`config.mk`:
```
export PLATFORM = sky130hd
export DESIGN_NAME = aes_rkey_store
export DESIGN_NICKNAME = d
export VERILOG_FILES = /design/src/rtl/aes_rkey_store.sv
export SDC_FILE = /design/constraint.sdc
export NUM_CORES = 2
export LEC_CHECK = 0
export BUFFER_PORTS_ARGS = -buffer_cell sky130_fd_sc_hd__buf_2
export CORE_AREA = 2 2 428 430
export DETAILED_ROUTE_END_ITERATION = 8
export DIE_AREA = 0 0 430 432
export PLACE_DENSITY = 0.52
export SLEW_MARGIN = 25
export SYNTH_ARGS = -nofsm -noshare
export SYNTH_HDL_FRONTEND = slang
export SYNTH_SLANG_ARGS = --single-unit
```
`constraint.sdc`:
```
create_clock -name clk -period 18.75 [get_ports clk]
set_input_delay 1.875 -clock clk [delete_from_list [all_inputs] [get_ports clk]]
set_output_delay 1.875 -clock clk [all_outputs]
set_load 0.05 [all_outputs]
```
`src/rtl/aes_rkey_store.sv`:
```
// AES round-key store: captures NKEYS round keys from the key expander and
// replays them forward (encrypt) or backward (decrypt) over a valid/ready port.
module aes_rkey_store #(
  parameter int NKEYS = 11
) (
  input  logic         clk,
  input  logic         reset,
  input  logic         fill_start,
  input  logic         rk_in_valid,
  input  logic [127:0] rk_in,
  input  logic         replay_start,
  input  logic         replay_dir,
  input  logic         rk_out_ready,
  output logic         rk_out_valid,
  output logic [127:0] rk_out,
  output logic [3:0]   rk_out_idx,
  output logic         rk_out_last,
  output logic         keys_ready,
  output logic         busy,
  output logic         overflow_err
);

  localparam logic [3:0] LAST = 4'(NKEYS - 1);

  typedef enum logic [1:0] {IDLE, FILL, STORED, REPLAY} state_e;

  state_e       state_q;
  logic [127:0] mem_q [NKEYS];
  logic [3:0]   count_q, ptr_q;
  logic         dir_q;
  logic         vld_q, last_q, ready_q, ovf_q;
  logic [127:0] out_q;
  logic [3:0]   idx_q;

  logic         wr_en;
  logic [3:0]   wr_idx;
  logic [3:0]   ptr_d, start_ptr, end_ptr;

  // fill_start always targets slot 0, even while a previous fill is underway
  always_comb begin
    wr_en  = 1'b0;
    wr_idx = count_q;
    if (!reset) begin
      if (fill_start) begin
        wr_en  = rk_in_valid;
        wr_idx = '0;
      end else if (state_q == FILL) begin
        wr_en  = rk_in_valid;
      end
    end
  end

  always_comb begin
    ptr_d     = dir_q ? (ptr_q - 4'd1) : (ptr_q + 4'd1);
    start_ptr = replay_dir ? LAST : 4'd0;
    end_ptr   = dir_q ? 4'd0 : LAST;
  end

  // Key array deliberately has no reset.
  always_ff @(posedge clk) begin
    if (wr_en) mem_q[wr_idx] <= rk_in;
  end

  always_ff @(posedge clk) begin
    if (reset) begin
      state_q <= IDLE;
      count_q <= '0;
      ptr_q   <= '0;
      dir_q   <= 1'b0;
      vld_q   <= 1'b0;
      last_q  <= 1'b0;
      out_q   <= '0;
      idx_q   <= '0;
      ready_q <= 1'b0;
      ovf_q   <= 1'b0;
    end else if (fill_start) begin
      state_q <= FILL;
      count_q <= '0;
      ready_q <= 1'b0;
      vld_q   <= 1'b0;
      last_q  <= 1'b0;
      if (rk_in_valid) begin
        if (LAST == 4'd0) begin
          state_q <= STORED;
          ready_q <= 1'b1;
        end else begin
          count_q <= 4'd1;
        end
      end
    end else begin
      case (state_q)
        IDLE: ;
        FILL: begin
          if (rk_in_valid) begin
            if (count_q == LAST) begin
              state_q <= STORED;
              ready_q <= 1'b1;
            end else begin
              count_q <= count_q + 4'd1;
            end
          end
        end
        STORED: begin
          if (rk_in_valid) ovf_q <= 1'b1;
          if (replay_start) begin
            state_q <= REPLAY;
            dir_q   <= replay_dir;
            ptr_q   <= start_ptr;
            out_q   <= mem_q[start_ptr];
            idx_q   <= start_ptr;
            last_q  <= (LAST == 4'd0);
            vld_q   <= 1'b1;
          end
        end
        REPLAY: begin
          if (rk_in_valid) ovf_q <= 1'b1;
          if (vld_q && rk_out_ready) begin
            if (last_q) begin
              state_q <= STORED;
              vld_q   <= 1'b0;
              last_q  <= 1'b0;
            end else begin
              ptr_q  <= ptr_d;
              out_q  <= mem_q[ptr_d];
              idx_q  <= ptr_d;
              last_q <= (ptr_d == end_ptr);
            end
          end
        end
        default: state_q <= IDLE;
      endcase
    end
  end

  assign rk_out_valid = vld_q;
  assign rk_out       = out_q;
  assign rk_out_idx   = idx_q;
  assign rk_out_last  = last_q;
  assign keys_ready   = ready_q;
  assign overflow_err = ovf_q;
  assign busy         = (state_q == FILL) || (state_q == REPLAY);

endmodule

```
==> reports/qor.txt <==
Die W -> 430 um
Synth Flop Type -> edfxtp_1
clock share of power -> 46.1%
worst-skew pair later-pin latency -> 0.84 ns
Worst Max-Slew Pin Slew -> 1.16 ns
hold path startpoint -> overflow_err
CP Buf/Inv Count -> 4
Ys Warns -> 0
CTS clk-pin slew, worst paths -> 0.06 ns
arrival time worst endpoint -> 6.87 ns
setup TNS -> 0 ns
vias in the first global route -> 36700
CTS buffer count -> 167
maximum buffer depth of the clock tree -> 3
Async SR Flop Fraction -> 0%
initial antenna violation count -> 39
Clock Sinks -> 1551
pwr dens -> 99.8 nW/um^2
status -> finished, final reports clean
Iter 0 DRT Violations -> 2879
switch share -> 20.6%
port bufs -> 271
most frequent cells in the layout -> edfxtp_1, mux2i_1, buf_2
row cnt -> 157
Post-synth EDFFs -> 1408
Hold Fails Final Rpt -> 0
Max Cap Viol -> 0
slowest cell on the critical path -> fa_4
Int Pwr -> 5.75 mW
die area -> 186000 um^2
routed len/inst -> 27.5 um
min Tclk post-route -> 6.17 ns
Reg power frac -> 52.3%
Root Buffer -> clkbuf_16
Layout Nets -> 4360
register bit total from synthesis -> 1551
P_leak -> 22.2 nW
P_sw -> 1.50 mW
GP Congestion -> 0.732
Overflow after GRT -> 0
CTS tree -> built
first-pass GRT wire length -> 265000 um
unrepaired setup endpoints after global routing -> false
Layout Skew -> 0.0325 ns
worst vdd ir -> 0.0000786 V
Synth Instances -> 3999
Initial Util -> 34.7%
Multi-input gate area -> 16800 um^2
RR Startpoint -> rk_out_idx[0]
vias -> 36600
flop2flop setup slack -> 12.58 ns
Hold WC Path Type -> reg2reg
register area share after synthesis -> 71.5%
Setup Crit Path Kind -> reg2reg
crit-path max cell delay -> 1.43 ns
final WL -> 186000 um
io pins -> 272
most common cell after layout, fill and taps aside -> edfxtp_1
die height -> 432 um
largest net degree at the start of global routing -> 152
router iterations before antenna repair -> 5
Top delay family on crit path -> buffers and inverters
filler instances -> 16500
final period utilization -> 32.9%
r2r endpoint -> rk_out[66]
Layout Utilization -> 40.0%
Area Overhead vs Synth -> 15.0%
CP max FO -> 73
core area -> 182000 um^2
Min-Delay Endpoint -> overflow_err
share of cells above drive strength 1 -> 17.0%
Min-Delay Path Depth -> 2
drt drc -> 0
DP HPWL -> 90900 um
critical path capture point type -> register
cts hold-fix bufs -> 0
Post-DRT Antenna Nets -> 0
synthesized area per cell -> 15.8 um^2
Comb pwr share -> 1.6%
# setup viols final -> 0
htree depth -> 4
synthesized area -> 63100 um^2
Post-CTS Setup Bufs -> 0
Synth cell types -> 42
max_slew headroom -> 22.7%
r2r worst-path depth -> 9
Register Area -> 45100 um^2
Fmax achieved -> 162 MHz
crit-path cells -> fa_4 > buf_6 > buf_4 > buf_4 > buf_6 > mux2i_1 > a22oi_1 > and4_1 > a311o_1
Slew Limit Fails -> 0
Syn Nets -> 4139
vias per inst -> 5.42
PostCTS Resize Cnt -> 0
CP Launch Type -> register
GRT Resource Usage Total -> 19.6%
Worst Path Required -> 19.45 ns
[power by group through the flow]
| stage | registers, mW | logic [mW] | clock network [mW] |
|---|---|---|---|
| 2_1_floorplan | 3.87 | 0.0409 | 0 |
| 3_3_place_gp | 3.86 | 0.115 | 0 |
| 3_5_place_dp | 3.86 | 0.117 | 0 |
| 4_1_cts | 3.79 | 0.117 | 3.42 |
| 5_1_grt | 3.79 | 0.127 | 3.55 |
| 6_report | 3.79 | 0.116 | 3.34 |
[worst max path at each step]
| stage | startpoint | to | slack (ns) | depth (start not counted) |
|---|---|---|---|---|
| final | rk_out_idx[0] | rk_out[66] | 12.58 | 9 |
| after global routing | rk_out_idx[0] | rk_out[57] | 12.24 | 9 |
| after CTS | rk_out_idx[0] | rk_out[55] | 11.98 | 9 |
| after detailed placement | rk_out_idx[0] | rk_out[54] | 11.98 | 9 |
| after global placement | rk_out_idx[0] | rk_out[55] | 12.06 | 9 |
| after floorplan | fill_start | mem_q[6][0] | 6.45 | 6 |
[cell families (layout without fill, tap and decap cells)]
| logic type | Yosys count | after routing | synth area share, % |
|---|---|---|---|
| compound gates | 792 | 792 | 8.88 |
| simple gates | 577 | 577 | 4.82 |
| fa+ha+maj | 5 | 5 | 0.111 |
| mux | 769 | 769 | 12.4 |
| buf+inv | 296 | 657 | 2.12 |
| flops | 1551 | 1551 | 71.5 |
| xor+xnor | 9 | 9 | 0.125 |
| other cells | 0 | 10 | 0 |
[synthesized netlist by cell type (129+ instances only)]
master	count	area [um^2]
edfxtp_1	1408	42300
mux2i_1	640	6410
nand2_1	267	1000
a22oi_1	256	1920
dfxtp_1	143	2860
a21oi_1	138	691
buf_2	137	686
nand3_1	134	671
o21ai_0	131	656
o21a_1	130	976
mux2_2	129	1450
[through the flow]
step	hold slack (ns)	power (mW)	setup WS, ns	area, um^2	cells
floorplan	0.529	3.91	6.45	63100	3999
global placement	0.451	3.98	12.06	67000	6435
detailed placement	0.469	3.98	11.98	67000	6435
CTS	0.482	7.33	11.98	72600	6744
global route	0.540	7.47	12.24	72600	6751
finish	0.479	7.25	12.58	72600	6755
[sequential cells by signal, indices dropped and copies added, names as in the netlist]
register,count
count_q,4
dir_q,1
keys_ready,1
mem_q,1408
overflow_err,1
rk_out,128
rk_out_idx,4
rk_out_last,1
rk_out_valid,1
state_q,2
[area by class of cell]
type | instances | area share, %
timing repair buffer | 345 | 2.85
inverter | 3 | 0.0155
clock buffer | 226 | 6.24
tap | 2385 | 4.11
multi-input combinational | 2152 | 23.1
clock inverter | 83 | 1.44
sequential | 1551 | 62.2
antenna | 10 | 0.0345
[layer usage]
layer  vias to the layer above  wire [um]  global-route usage [%]
met1                     18900      77300                    24.5
li1                      16400          -                       -
met3                       333       9040                    3.55
met5                         -        159                       0
met4                        24       5140                    6.18
met2                       972      93900                    34.4
[worst min-delay path: stages (launching register included)]
cell     delay, ns
dfxtp_1       0.33
a31oi_1       0.04
nor2_1        0.07
Note: power is estimated with default switching activity, not from simulation.
